`config.mk`:
```
export PLATFORM = sky130hd
export DESIGN_NAME = appx_mult_arbiter
export DESIGN_NICKNAME = d
export VERILOG_FILES = /design/src/rtl/appx_mult_pkg.sv /design/src/rtl/appx_mult_core.sv /design/src/rtl/appx_mult_arbiter.sv
export SDC_FILE = /design/constraint.sdc
export NUM_CORES = 1
export LEC_CHECK = 0
export BUFFER_PORTS_ARGS = -buffer_cell sky130_fd_sc_hd__clkbuf_2
export CORE_MARGIN = 2
export CORE_UTILIZATION = 40
export DETAILED_ROUTE_END_ITERATION = 6
export HOLD_SLACK_MARGIN = 0.05
export PLACE_DENSITY = 0.65
export SYNTH_ARGS = -nofsm -noshare
export SYNTH_HDL_FRONTEND = slang
export SYNTH_SLANG_ARGS = --single-unit
export TNS_END_PERCENT = 30
```
`constraint.sdc`:
```
create_clock -name clk -period 3.2 [get_ports clk]
set_clock_uncertainty 0.05 [all_clocks]
set_input_delay 0.32 -clock clk [delete_from_list [all_inputs] [get_ports clk]]
set_output_delay 0.32 -clock clk [all_outputs]
set_load 0.005 [all_outputs]
```
`src/rtl/appx_mult_pkg.sv`:
```
// rtl/appx_mult_pkg.sv - shared widths and shift-amount helper for the approximate multiplier
package appx_mult_pkg;

  localparam int OPW  = 16;
  localparam int RESW = 32;
  localparam int KW   = 5;

  // Round b to the nearest power of two: MSB index plus the bit just below it.
  function automatic logic [KW-1:0] appx_shift(input logic [OPW-1:0] b);
    logic [KW-1:0] k;
    k = '0;
    for (int i = 1; i < OPW; i++) begin
      if (b[i]) k = KW'(i) + KW'(b[i-1]);
    end
    return k;
  endfunction

endpackage

```
`src/rtl/appx_mult_core.sv`:
```
// rtl/appx_mult_core.sv - combinational power-of-two approximate 16x16 multiply
module appx_mult_core
  import appx_mult_pkg::*;
(
  input  logic [OPW-1:0]  a,
  input  logic [OPW-1:0]  b,
  output logic [RESW-1:0] y
);

  logic [KW-1:0] k;

  assign k = appx_shift(b);
  assign y = (b == '0) ? '0 : (RESW'(a) << k);

endmodule

```
`src/rtl/appx_mult_arbiter.sv`:
```
// rtl/appx_mult_arbiter.sv - round-robin share of one two-stage approximate multiplier
module appx_mult_arbiter
  import appx_mult_pkg::*;
#(
  parameter int NREQ = 4,
  parameter int IDW  = 2
) (
  input  logic                 clk,
  input  logic                 rst_n,
  input  logic [NREQ-1:0]      req_valid,
  input  logic [OPW*NREQ-1:0]  req_a,
  input  logic [OPW*NREQ-1:0]  req_b,
  output logic [NREQ-1:0]      req_ready,
  output logic                 res_valid,
  output logic [RESW-1:0]      res_y,
  output logic [IDW-1:0]       res_id,
  input  logic                 res_ready
);

  logic [IDW-1:0]  rr_q, rr_d;
  logic            s1_valid_q, s1_valid_d;
  logic [OPW-1:0]  s1_a_q, s1_a_d;
  logic [OPW-1:0]  s1_b_q, s1_b_d;
  logic [IDW-1:0]  s1_id_q, s1_id_d;
  logic            s2_valid_q, s2_valid_d;
  logic [RESW-1:0] s2_y_q, s2_y_d;
  logic [IDW-1:0]  s2_id_q, s2_id_d;

  logic            adv1, adv2;
  logic            grant_found;
  logic [IDW-1:0]  grant_idx;
  logic [IDW-1:0]  cand;
  logic [OPW-1:0]  gnt_a, gnt_b;
  logic            accept;
  logic [RESW-1:0] core_y;

  assign adv2 = !s2_valid_q || res_ready;
  assign adv1 = !s1_valid_q || adv2;

  // First valid requester at or after the pointer, wrapping at NREQ.
  always_comb begin
    grant_found = 1'b0;
    grant_idx   = '0;
    cand        = '0;
    for (int off = 0; off < NREQ; off++) begin
      cand = IDW'((int'(rr_q) + off) % NREQ);
      if (!grant_found && req_valid[cand]) begin
        grant_found = 1'b1;
        grant_idx   = cand;
      end
    end
  end

  always_comb begin
    gnt_a = '0;
    gnt_b = '0;
    for (int i = 0; i < NREQ; i++) begin
      if (grant_idx == IDW'(i)) begin
        gnt_a = req_a[i*OPW +: OPW];
        gnt_b = req_b[i*OPW +: OPW];
      end
    end
  end

  assign accept    = rst_n && adv1 && grant_found;
  assign req_ready = accept ? (NREQ'(1) << grant_idx) : '0;

  appx_mult_core u_core (
    .a (s1_a_q),
    .b (s1_b_q),
    .y (core_y)
  );

  always_comb begin
    rr_d       = rr_q;
    s1_valid_d = s1_valid_q;
    s1_a_d     = s1_a_q;
    s1_b_d     = s1_b_q;
    s1_id_d    = s1_id_q;
    s2_valid_d = s2_valid_q;
    s2_y_d     = s2_y_q;
    s2_id_d    = s2_id_q;

    if (adv1) begin
      s1_valid_d = accept;
      if (accept) begin
        s1_a_d  = gnt_a;
        s1_b_d  = gnt_b;
        s1_id_d = grant_idx;
        rr_d    = (grant_idx == IDW'(NREQ - 1)) ? '0 : grant_idx + 1'b1;
      end
    end

    // Result registers only change when a real entry moves in, keeping res_y quiet on bubbles.
    if (adv2) begin
      s2_valid_d = s1_valid_q;
      if (s1_valid_q) begin
        s2_y_d  = core_y;
        s2_id_d = s1_id_q;
      end
    end
  end

  always_ff @(posedge clk or negedge rst_n) begin
    if (!rst_n) begin
      rr_q       <= '0;
      s1_valid_q <= 1'b0;
      s1_a_q     <= '0;
      s1_b_q     <= '0;
      s1_id_q    <= '0;
      s2_valid_q <= 1'b0;
      s2_y_q     <= '0;
      s2_id_q    <= '0;
    end else begin
      rr_q       <= rr_d;
      s1_valid_q <= s1_valid_d;
      s1_a_q     <= s1_a_d;
      s1_b_q     <= s1_b_d;
      s1_id_q    <= s1_id_d;
      s2_valid_q <= s2_valid_d;
      s2_y_q     <= s2_y_d;
      s2_id_q    <= s2_id_d;
    end
  end

  assign res_valid = s2_valid_q;
  assign res_y     = s2_y_q;
  assign res_id    = s2_id_q;

endmodule

```
## Word level (Yosys, flattened, before mapping)

Cells that the tools add are included.

| cells by class | value |
|---|---|
| $add $sub $neg | 19 |
| multiply operators | 0 |
| divide/modulo/power cells | 0 |
| magnitude comparators | 4 |
| equality and inequality tests | 3 |
| shifts and indexed selects | 2 |
| mux-type cells | 42 |
| bitwise logic cells | 0 |
| reductions and logical operators | 16 |

Operators by type and width:

| kind | count |
|---|---|
| 2-to-1 mux 16 bit | 8 |
| 2-to-1 mux 5 bit | 15 |
| adder 4 x 1 -> 5 bit, first input constant | 8 |
| 2-to-1 mux 32 bit | 1 |
| << shifter 16 x 5 -> 32 bit | 1 |
| adder 3 x 1 -> 4 bit, first input constant | 4 |
| logical NOT 16 bit | 1 |
| < comparator 2 x 3 -> 1 bit, second input constant | 4 |
| 2-to-1 mux 2 bit | 5 |
| binary-select mux 1 bit (select 2 bit) | 4 |
| 2-to-1 mux 1 bit | 8 |
| adder 2 x 1 -> 3 bit, first input constant | 2 |
| logical AND 1 bit | 5 |
| logical NOT 1 bit | 5 |
| adder 2 x 1 -> 2 bit, second input constant | 2 |
| adder 2 bit, second input constant | 2 |
| equality test 2 bit, second input constant | 2 |
| 2-to-1 mux 4 bit | 1 |
| AND reduction 2 bit | 2 |
| << shifter 1 x 2 -> 4 bit, first input constant | 1 |
| adder 1 x 1 -> 2 bit, first input constant | 1 |
| equality test 2 x 1 -> 1 bit, second input constant | 1 |
| logical NOT 2 bit | 1 |
| logical OR 1 bit | 2 |

| storage, ports and cells | value |
|---|---|
| register bits | 72 |
| latch bits | 0 |
| bits in writable memories | 0 |
| ROM bits | 0 |
| bits of input ports | 135 |
| output and inout bits | 39 |
| logic and storage cells | 94 |
| memories kept | 0 |

## Longest topological paths before layout

Gate-level depths: netlist of run 1.

| depth | value |
|---|---|
| depth in word-level cells | 18 |
| gate-level depth with buffers | 13 |

## By module

Synthesis of run 1 repeated with hierarchy kept, for this count alone.

| second synthesis, totals | value |
|---|---|
| cell total of the unflattened synthesis | 531 |
| area, all modules | 5076.1 sq um |

Modules (own cells, without submodules):

| module | times used | cells an instance | area an instance (sq um) |
|---|---|---|---|
| appx_mult_arbiter | 1 | 311 | 3555.9 |
| appx_mult_core | 1 | 220 | 1520.2 |

## Least setup slack after synthesis of run 1

No wires, ideal clock.

| timing path | value |
|---|---|
| kind | flip-flop to flip-flop |
| start point | reg s1_b_q[2] |
| end point | reg s2_y_q[17] (netlist: res_y[17]) |
| library setup time | 0.122 ns |
| arrival time | 2.436 ns |
| data required time | 3.028 ns |
| slack | 0.592 ns |
| cell stages (with the launch flop) | 11 |
| buffers on the path | 2 |
| period minus slack after synthesis | 2.608 ns |
| cell sequence | dfrtp_1 a211o_1 o211a_1 buf_4 o21ai_4 o21a_1 buf_6 mux4_2 nand2_1 o311ai_1 a32o_1 |

| between the ends | value |
|---|---|
| longest elaborated chain between the ends | 16 |
| elaborated cells on any way between the ends | 18 |

RTL lines:

| item | line | text |
|---|---|---|
| start: declaration | appx_mult_arbiter.sv:23 | `logic [OPW-1:0] s1_b_q, s1_b_d;` |
| start signal: assignment | appx_mult_arbiter.sv:109 | `s1_b_q <= '0;` |
| start signal: assignment | appx_mult_arbiter.sv:118 | `s1_b_q <= s1_b_d;` |
| adder 2 x 1 -> 3 bit or 2-to-1 mux 5 bit (tied branches) | appx_mult_pkg.sv:13 | `if (b[i]) k = KW'(i) + KW'(b[i-1]);` |
| 2-to-1 mux 5 bit (13 in a row) | appx_mult_pkg.sv:13 |  |
| << shifter 16 x 5 -> 32 bit | appx_mult_core.sv:13 | `assign y = (b == '0) ? '0 : (RESW'(a) << k);` |
| 2-to-1 mux 32 bit * | appx_mult_core.sv:13 |  |
| end signal: assignment | appx_mult_arbiter.sv:121 | `s2_y_q <= s2_y_d;` |
| end: declaration | appx_mult_arbiter.sv:26 | `logic [RESW-1:0] s2_y_q, s2_y_d;` |

Every way passes the cells marked *; elsewhere a longest branch is shown, timed or not.
A chain may end at the register's enable or synchronous reset.

## Worst setup path in the final report of run 1

| timing path | value |
|---|---|
| start point | reg s1_b_q[4] |
| end point | reg s2_y_q[17] (netlist: res_y[17]) |

| between the ends | value |
|---|---|
| longest elaborated chain between the ends | 14 |
| elaborated cells on any way between the ends | 16 |

RTL lines:

| item | line |
|---|---|
| adder 3 x 1 -> 4 bit or 2-to-1 mux 5 bit (tied branches) | appx_mult_pkg.sv:13 |
| 2-to-1 mux 5 bit (11 in a row) | appx_mult_pkg.sv:13 |
| << shifter 16 x 5 -> 32 bit | appx_mult_core.sv:13 |
| 2-to-1 mux 32 bit * | appx_mult_core.sv:13 |

Marks and branches as above.

==> results.py, run 1 <==
metrics = {
    "floorplanning": {
        "dieArea_um2": 14540,
        "die_h_um": 120.6,
        "start_util_pct": 41.04,
        "core.rowCount": 42,
        "io_pins": 174,
        "chipWidth_um": 120.6,
        "fp.coreArea_um2": 13240,
    },
    "grt": {
        "grt_pass1_wl_um": 29370,
        "antenna_found_initial": 0,
        "grt_pass1_vias": 5622,
        "grt_max_degree": 71,
        "grt_usage_pct": 25.47,
        "grt-ovfl-total": 0,
    },
    "placed_design": {
        "hpwl_um": 13810,
        "placed_area_um2": 6434,
        "routabilityCongestion": 0.9698,
        "port_buffers": 173,
    },
    "worst_setup_path": {
        "critPathRequiredTime_ns": 3.38,
        "worstReg2RegStart": "s1_b_q[4]",
        "cp_max_fo": 10,
        "startpoint": "s1_b_q[4]",
        "r2r-end": "res_y[17]",
        "critPathLaunchType": "flip-flop",
        "worstSetupPathType": "flip-flop to flip-flop",
        "r2r_slack_ns": 0.21,
        "ff2ff_path_depth": 8,
        "worstPathArrival_ns": 3.17,
        "end_kind": "flip-flop",
    },
    "synthesis": {
        "synth_cell_type_count": 59,
        "synth_seq_cells": 72,
        "synth_area_leaders": "dfrtp_1 33%, a21oi_1 10%, nor2_1 7.4%, a22oi_1 5.4%, nand2_1 5.3%",
        "synth_top_cell_area_share_pct": 33.15,
        "synthArstFlopShare_pct": 100.0,
        "ys.flop_type": "dfrtp_1",
        "syn_area_per_cell_um2": 7.666,
        "seq_area_frac_synth_pct": 33.15,
        "synth_cells": 709,
        "synth_top_cell_by_area": "dfrtp_1",
        "syn-num-nets": 848,
        "synth.most_common_cell": "a21oi_1",
        "ys.warnings.count": 0,
        "syn_area_um2": 5435,
        "netlist_top_cells_count": "113 x a21oi_1, 107 x nor2_1, 77 x nand2_1, 72 x dfrtp_1, 39 x a22oi_1",
        "synth_edf_count": 0,
    },
    "worst_hold_path": {
        "worstHoldStart": "res_ready",
        "min_path_type": "input pin to flip-flop",
        "worstHoldEndpoint": "res_valid",
        "whs_path_depth": 3,
    },
    "layout": {
        "design_area_um2": 6787,
        "antenna_cells": 0,
        "nNetsFinal": 994,
        "drive_gt1_share_pct": 28.95,
        "area.growth.synth_to_final_pct": 24.86,
    },
    "clock_tree": {
        "clock_latency_ns": 0.34,
        "cts-root-buf": "clkbuf_16",
        "cts_tree": "done",
        "clock_sinks": 72,
        "htreeDepth": 3,
        "clockBufferDepth": 2,
        "clkTransAtPathRegs_ns": 0.06,
        "cts_setup_buffers": 0,
        "tritoncts.num_buffers": 9,
    },
    "sta": {
        "hold_viol": 0,
        "finalSetupViolCount": 0,
        "tns_ns": 0,
        "rsz0062_at_grt": "no",
        "fin_crit_sh_pct": 93.50,
        "slew_violations": 0,
        "fin_crit_ns": 2.992,
        "fmaxAchievable_ghz": 0.3342,
        "relSlewSlack_pct": 40.53,
        "whs_ns": 0.2198,
        "tightest_slew_ns": 0.8921,
    },
    "job": {
        "max_cap_violations": 0,
    },
    "outcome": {
        "outcome": "finished, final reports clean",
    },
    "route": {
        "drc_errors": 0,
        "wirelength_um": 18020,
        "viasPerCell": 5.720,
        "dr.pass1.iters": 5,
        "vias": 5926,
        "final_antenna_net_count": 0,
        "wire_per_inst_um": 17.39,
        "first_iter_violations": 415,
    },
    "pwr": {
        "power-per-cell-area_nw_per_um2": 1055,
        "p_leak_nw": 3.178,
        "ir_worst_vdd_uv": 468.3,
    },
}
==> how the worst max path moves through the flow <==
stage                end  slack (ns)  cells after the start
5_1_grt        res_y[19]        0.07                      8
4_1_cts        res_y[16]        0.15                      8
6_report       res_y[17]        0.21                      8
3_3_place_gp   res_y[16]      -0.006                      8
2_1_floorplan  res_y[17]        0.59                     10
3_5_place_dp   res_y[16]        0.02                      8
==> area by class of cell <==
| class | count | area, um^2 |
|---|---|---|
| Fill cell | 1351 | 6456 |
| Multi-Input combinational cell | 564 | 3342 |
| Sequential cell | 72 | 1802 |
| Timing Repair Buffer | 195 | 1046 |
| Clock buffer | 9 | 225.2 |
| Tap cell | 176 | 220.2 |
| Clock inverter | 7 | 102.6 |
| Inverter | 13 | 48.80 |
==> cell usage in the layout (no fill, tap or decap), drive strengths merged, types with 5 or more instances in the layout <==
cell type / count
o21ai: 39
clkbuf: 181
a211o: 5
and2: 10
a211oi: 9
nand3: 17
a31o: 5
dfrtp: 72
inv: 15
nor3: 21
nand2: 79
a21oi: 114
mux2i: 22
buf: 22
mux2: 11
a22oi: 39
o211ai: 8
nor2: 107
o221ai: 8
nand2b: 6
a31oi: 5
and3: 9
==> routing by layer <==
metal	global-route usage, %	vias to the layer above	wire [um]
li1	-	2885	-
met1	34.43	2731	7819
met2	41.84	280	8587
met3	3.962	30	1185
met4	8.140	0	426
met5	0	-	0
==> cell families (layout without fill, tap and decap cells) <==
group           count (synthesis)  in the layout  synth area share, %
fa+ha+maj                       4              4               0.9208
simple gates                  260            260                20.86
mux                            36             36                7.574
buf+inv                        73            224                5.985
compound gates                264            264                31.51
flops                          72             72                33.15
==> what timing repair did <==
action                                  in CTS  in global routing
endpoints found under the setup margin       2                 35
hold buffers                                 1                  0
endpoints found under the hold margin        2                  0
pin swaps                                    0                  0
resized for setup                            1                  3
==> report_power, final <==
| group | total [W] | internal [W] | leakage, nW | switching (W) |
|---|---|---|---|---|
| Combinational | 0.00434 | 0.00178 | 2.13 | 0.00256 |
| Sequential | 0.00172 | 0.00125 | 0.895 | 0.000474 |
| Clock | 0.00110 | 0.000690 | 0.157 | 0.000410 |
==> flip-flops by register name, summed over array words and instances, names as in the netlist <==
signal,cells
res_id,2
res_valid,1
res_y,32
rr_q,2
s1_a_q,16
s1_b_q,16
s1_id_q,2
s1_valid_q,1
==> metrics by stage <==
stage          utilization [%]  worst slack [ns]  cells  total power (W)
6_report                 51.25            0.2080   1036         0.007160
5_1_grt                  51.25           0.06953   1036         0.007731
3_3_place_gp             48.58         -0.005799   1019         0.005927
3_5_place_dp             48.58           0.01668   1019         0.005960
2_1_floorplan                -            0.5923    709         0.004714
4_1_cts                  51.13            0.1493   1036         0.007089
==> worst max-delay path: stages (launching register included) <==
cell      delay, ns
dfrtp_1        0.46
a211o_1        0.33
o211a_1        0.39
o21ai_4        0.27
o21a_1         0.35
mux4_2         0.59
nand2_1        0.09
o311ai_1       0.09
a32o_1         0.24
No activity file was read; power rests on OpenSTA's default activity.
==> inputs of run 2 (changes only) <==
--- a/config.mk
+++ b/config.mk
@@ -7,10 +7,10 @@
 export LEC_CHECK = 0
 export BUFFER_PORTS_ARGS = -buffer_cell sky130_fd_sc_hd__clkbuf_2
 export CORE_MARGIN = 2
-export CORE_UTILIZATION = 40
+export CORE_UTILIZATION = 41
 export DETAILED_ROUTE_END_ITERATION = 6
 export HOLD_SLACK_MARGIN = 0.05
-export PLACE_DENSITY = 0.65
+export PLACE_DENSITY = 0.72
 export SYNTH_ARGS = -nofsm -noshare
 export SYNTH_HDL_FRONTEND = slang
 export SYNTH_SLANG_ARGS = --single-unit
==> results.py, run 2 (same netlist as run 1, synthesis figures left out) <==
metrics = {
    "outcome": {
        "outcome": "finished, final reports clean",
    },
    "worst_setup_path": {
        "critPathRequiredTime_ns": 3.42,
        "slowest_stage": "mux2i_1",
        "worstPathArrival_ns": 3.23,
        "startpoint": "s1_b_q[4]",
        "worstReg2RegStart": "s1_b_q[4]",
        "cp_slowest_stage_delay_ns": 0.47,
        "worstSetupPathType": "flip-flop to flip-flop",
        "cp_max_fo": 10,
        "end_kind": "flip-flop",
        "crit_chain": "a211o_1, o211a_1, o21ai_4, o21a_1, buf_4, mux2i_1, a31o_1, a32o_1",
        "critPathLaunchType": "flip-flop",
    },
    "sta": {
        "rsz0062_at_grt": "no",
        "whs_ns": 0.2340,
        "hold_viol": 0,
        "fin_crit_ns": 3.011,
        "tightest_slew_ns": 0.8591,
        "relSlewSlack_pct": 41.98,
        "finalSetupViolCount": 0,
        "fin_crit_sh_pct": 94.09,
        "slew_violations": 0,
        "fmaxAchievable_ghz": 0.3321,
        "setup_ws_ns": 0.1890,
        "tns_ns": 0,
    },
    "route": {
        "wire_per_inst_um": 17.35,
        "first_iter_violations": 547,
        "wirelength_um": 18080,
        "drc_errors": 0,
        "viasPerCell": 5.716,
        "dr.pass1.iters": 7,
        "vias": 5956,
        "final_antenna_net_count": 0,
    },
    "clock_tree": {
        "cts-root-buf": "clkbuf_16",
        "clockBufferDepth": 2,
        "clock_sinks": 72,
        "clock_latency_ns": 0.34,
        "clkTransAtPathRegs_ns": 0.05,
        "cts_tree": "done",
        "tritoncts.num_buffers": 9,
        "htreeDepth": 3,
        "cts_setup_buffers": 0,
    },
    "layout": {
        "drive_gt1_share_pct": 29.10,
        "nNetsFinal": 1000,
        "antenna_cells": 0,
        "final.fill_count": 1305,
        "largest_reg_flops": 32,
        "mostFrequentLayoutCells": "172 x clkbuf_2, 112 x a21oi_1, 107 x nor2_1",
        "stdcell_count": 1042,
        "final_common_cell": "clkbuf_2",
        "area.growth.synth_to_final_pct": 24.95,
    },
    "grt": {
        "met1_usage_pct": 34.22,
        "antenna_found_initial": 0,
        "use_met3_pct": 5.125,
        "grt_max_degree": 71,
        "grt_usage_pct": 26.09,
        "grt-ovfl-total": 0,
        "grt_pass1_wl_um": 29420,
        "grt_pass1_vias": 5647,
        "grt_busiest_layer": "met2",
        "use_met2_pct": 41.81,
    },
    "pwr": {
        "ir_worst_vdd_uv": 404.7,
        "power-per-cell-area_nw_per_um2": 1043,
        "p_leak_nw": 3.198,
    },
    "floorplanning": {
        "dieArea_um2": 14190,
        "core.rowCount": 42,
        "io_pins": 174,
        "start_util_pct": 41.54,
        "chipWidth_um": 119.1,
        "fp.coreArea_um2": 13090,
        "die_h_um": 119.1,
    },
    "placed_design": {
        "routabilityCongestion": 0.9467,
        "port_buffers": 173,
        "place_inst": 1025,
        "pre_cts_ws_ns": 0.2338,
        "hpwl_um": 13910,
    },
    "worst_hold_path": {
        "worstHoldStart": "req_b[61]",
        "min_path_type": "input pin to flip-flop",
    },
    "job": {
        "max_cap_violations": 0,
    },
}
-- run 2: changes by cell type in the layout (fill, tap and decap cells not counted), sizes merged --
cell,delta
buf,+6
clkbuf,+2
inv,-2
bufinv,-1
clkinvlp,+1
-- run 2: final timing paths --
| check | endpoint | cells past startpoint | slack, ns |
|---|---|---|---|
| setup / recovery | res_y[19] | 8 | 0.19 |
| hold / removal | s1_b_q[13] | 3 | 0.23 |
| setup reg to reg | res_y[19] | 8 | 0.19 |
| hold reg to reg | res_y[4] | 2 | 0.43 |
| max in group asynchronous | s1_a_q[2] | 4 | 1.64 |
| min in group asynchronous | res_y[13] | 3 | 0.57 |
-- run 2: worst max-delay path: cells and delay by family, from the launching register on --
kind | cells | cell delay (ns)
compound gates | 6 | 1.76
mux | 1 | 0.47
flops | 1 | 0.46
buf+inv | 1 | 0.22
-- run 2: routing by layer --
layer  vias up  routed length, um
li1       2886                  -
met5         -                  0
met2       280               8587
met4         0                527
met1      2746               7667
met3        44               1297
-- run 2: final cells by class --
type	count	area [um^2]	area share (%)
Multi-Input combinational cell	564	3332	49.06
Sequential cell	72	1802	26.53
Timing Repair Buffer	201	1081	15.92
Clock inverter	5	55.05	0.8106
Inverter	13	48.80	0.7185
Clock buffer	11	252.7	3.721
Tap cell	176	220.2	3.242
-- run 2: what timing repair did --
action / 4_1_cts / 5_1_grt
setup endpoints to repair: 0 / 9
hold buffers: 1 / 0
hold endpoints to repair: 14 / 0
resized for setup: 0 / 1
-- run 2: power by group --
part           total (W)  switching (W)  internal, W
Combinational    0.00429        0.00252      0.00178
Clock            0.00102       0.000380     0.000642
Sequential       0.00177       0.000519      0.00125
Total            0.00708        0.00342      0.00367
-- run 2: stage by stage --
stage / cell area, um^2 / utilization, % / total power [W]
finish: 6792 / 51.90 / 0.007084
global route: 6792 / 51.90 / 0.007659
CTS: 6787 / 51.86 / 0.007034
detailed placement: 6469 / 49.44 / 0.005991
global placement: 6469 / 49.44 / 0.005955
floorplan: 5435 / - / 0.004714
==> inputs of run 3 (changes only) <==
--- a/config.mk
+++ b/config.mk
@@ -13,5 +13,6 @@
 export PLACE_DENSITY = 0.72
 export SYNTH_ARGS = -nofsm -noshare
 export SYNTH_HDL_FRONTEND = slang
+export SYNTH_HIERARCHICAL = 1
 export SYNTH_SLANG_ARGS = --single-unit
 export TNS_END_PERCENT = 30
==> results.py, run 3 <==
metrics = {
    "grt": {
        "grt_max_degree": 73,
        "antenna_found_initial": 0,
        "grt_pass1_wl_um": 25760,
        "grt_usage_pct": 25.02,
        "grt-ovfl-total": 0,
        "grt_pass1_vias": 4973,
    },
    "worst_setup_path": {
        "end_kind": "output port",
        "worstReg2RegStart": "rr_q[1]",
        "critPathLaunchType": "flip-flop",
        "endpoint": "req_ready[3]",
        "r2r-end": "s1_a_q[1]",
        "worstPathArrival_ns": 2.72,
        "r2r_slack_ns": 0.15,
        "ff2ff_path_depth": 7,
        "startpoint": "rr_q[1]",
        "cp_max_fo": 33,
        "critPathRequiredTime_ns": 2.83,
        "worstSetupPathType": "flip-flop to output port",
    },
    "sta": {
        "slew_violations": 0,
        "rsz0062_at_grt": "yes",
        "finalSetupViolCount": 0,
        "relSlewSlack_pct": 17.62,
        "fin_crit_sh_pct": 96.51,
        "tightest_slew_ns": 1.230,
        "setup_ws_ns": 0.1117,
        "fin_crit_ns": 3.088,
        "whs_ns": 0.2058,
        "fmaxAchievable_ghz": 0.3238,
        "hold_viol": 0,
        "tns_ns": 0,
    },
    "route": {
        "drc_errors": 0,
        "wirelength_um": 16610,
        "vias": 5130,
        "final_antenna_net_count": 0,
        "viasPerCell": 5.938,
        "first_iter_violations": 343,
        "dr.pass1.iters": 5,
        "wire_per_inst_um": 19.22,
    },
    "floorplanning": {
        "fp.coreArea_um2": 12060,
        "die_h_um": 115.3,
        "start_util_pct": 42.09,
        "core.rowCount": 40,
        "chipWidth_um": 115.3,
        "dieArea_um2": 13290,
        "io_pins": 174,
    },
    "synthesis": {
        "seq_area_frac_synth_pct": 35.49,
        "synth_top_cell_by_area": "dfrtp_1",
        "synth_cell_type_count": 62,
        "synthArstFlopShare_pct": 100.0,
        "synth_top_cell_area_share_pct": 35.49,
        "syn-num-nets": 670,
        "synth_cells": 531,
        "ys.warnings.count": 6,
        "synth_seq_cells": 72,
        "synth_area_leaders": "dfrtp_1 35%, mux2_2 8.4%, mux2i_1 7.1%, a221oi_1 5.9%, o31ai_1 4.9%",
        "netlist_top_cells_count": "72 x dfrtp_1, 39 x o21ai_0, 38 x mux2_2, 38 x nand2_1",
        "syn_area_um2": 5076,
        "syn_area_per_cell_um2": 9.560,
        "synth_edf_count": 0,
        "ys.flop_type": "dfrtp_1",
        "synth.most_common_cell": "dfrtp_1",
    },
    "worst_hold_path": {
        "min_path_type": "input pin to asynchronous set/reset pin",
    },
    "layout": {
        "nNetsFinal": 830,
        "drive_gt1_share_pct": 38.22,
        "seq_area_um2": 1802,
        "largest_reg_flops": 32,
        "final_common_cell": "clkbuf_2",
        "antenna_cells": 0,
        "mostFrequentLayoutCells": "172 x clkbuf_2, 72 x dfrtp_1, 39 x o21ai_0",
        "multiInputGateArea_um2": 3055,
        "final.fill_count": 1135,
        "final_util_pct": 53.21,
        "area.growth.synth_to_final_pct": 26.42,
    },
    "clock_tree": {
        "cts_resized": 0,
        "cts_tree": "done",
        "clockBufferDepth": 2,
        "htreeDepth": 3,
        "clock_latency_ns": 0.33,
        "tritoncts.num_buffers": 9,
        "cts_setup_buffers": 0,
        "clkTransAtPathRegs_ns": 0.06,
        "cts-root-buf": "clkbuf_16",
        "clock_sinks": 72,
        "hold_buffers": 0,
    },
    "placed_design": {
        "port_buffers": 173,
        "routabilityCongestion": 0.9461,
        "pre_cts_ws_ns": 0.09537,
        "hpwl_um": 12720,
    },
    "pwr": {
        "power-per-cell-area_nw_per_um2": 1233,
        "ir_worst_vdd_uv": 605.3,
        "p_leak_nw": 2.995,
    },
    "job": {
        "max_cap_violations": 0,
    },
    "outcome": {
        "outcome": "finished, final reports clean",
    },
}
## run 3: worst min-delay path by stage
stage                          start  cells after the start        end  slack (ns)
final                          rst_n                      2   res_y[0]        0.21
after global routing       req_b[35]                      3  s1_b_q[3]        0.25
after CTS                  res_ready                      3  res_valid        0.22
after detailed placement  s1_valid_q                      1  res_valid        0.43
after global placement    s1_valid_q                      1  res_valid        0.41
after floorplan                rst_n                      0  res_id[0]       -0.03
## run 3: per-stage QoR
step                power [W]  cells  area [um^2]
global placement     0.006765    848         6097
CTS                  0.007863    864         6397
floorplan            0.005315    531         5076
finish               0.007914    864         6417
detailed placement   0.006821    848         6097
global route         0.008463    864         6417
## run 3: final cells by class
| cell class | instances | area share (%) |
|---|---|---|
| Multi-Input combinational cell | 411 | 47.61 |
| Sequential cell | 72 | 28.08 |
| Timing Repair Buffer | 194 | 16.18 |
| Clock buffer | 13 | 4.055 |
| Tap cell | 168 | 3.276 |
| Clock inverter | 3 | 0.6239 |
| Inverter | 3 | 0.1755 |
## run 3: cell families after synthesis
kind of cell | share of synthesized area (%)
DFF | 35.49
and+or+nand+nor | 12.30
muxes | 15.53
AOI/OAI and AO/OA | 30.42
buffers and inverters | 5.275
adders and majority gates | 0.9860
## run 3: layer usage
layer  track usage (%)  wire [um]  up-vias
met5                 0          0        -
met4             10.52        583        0
met3             4.164        977       53
met2             41.45       7976      239
met1             32.45       7071     2418
li1                  -          -     2420
## run 3: worst max-delay path: stages (launching register included)
cell	delay, ns
dfrtp_1	0.42
nor2b_1	0.18
o21a_1	0.23
nor4_1	0.47
ha_1	0.28
inv_1	0.42
nor2_1	0.23
clkbuf_2	0.13
## run 3: report_power, final
part / switching [W] / internal (W) / leakage [nW]
combinational: 0.00288 / 0.00221 / 1.93
clock: 0.000374 / 0.000644 / 0.150
sequential: 0.000504 / 0.00130 / 0.911
total: 0.00376 / 0.00415 / 3.00
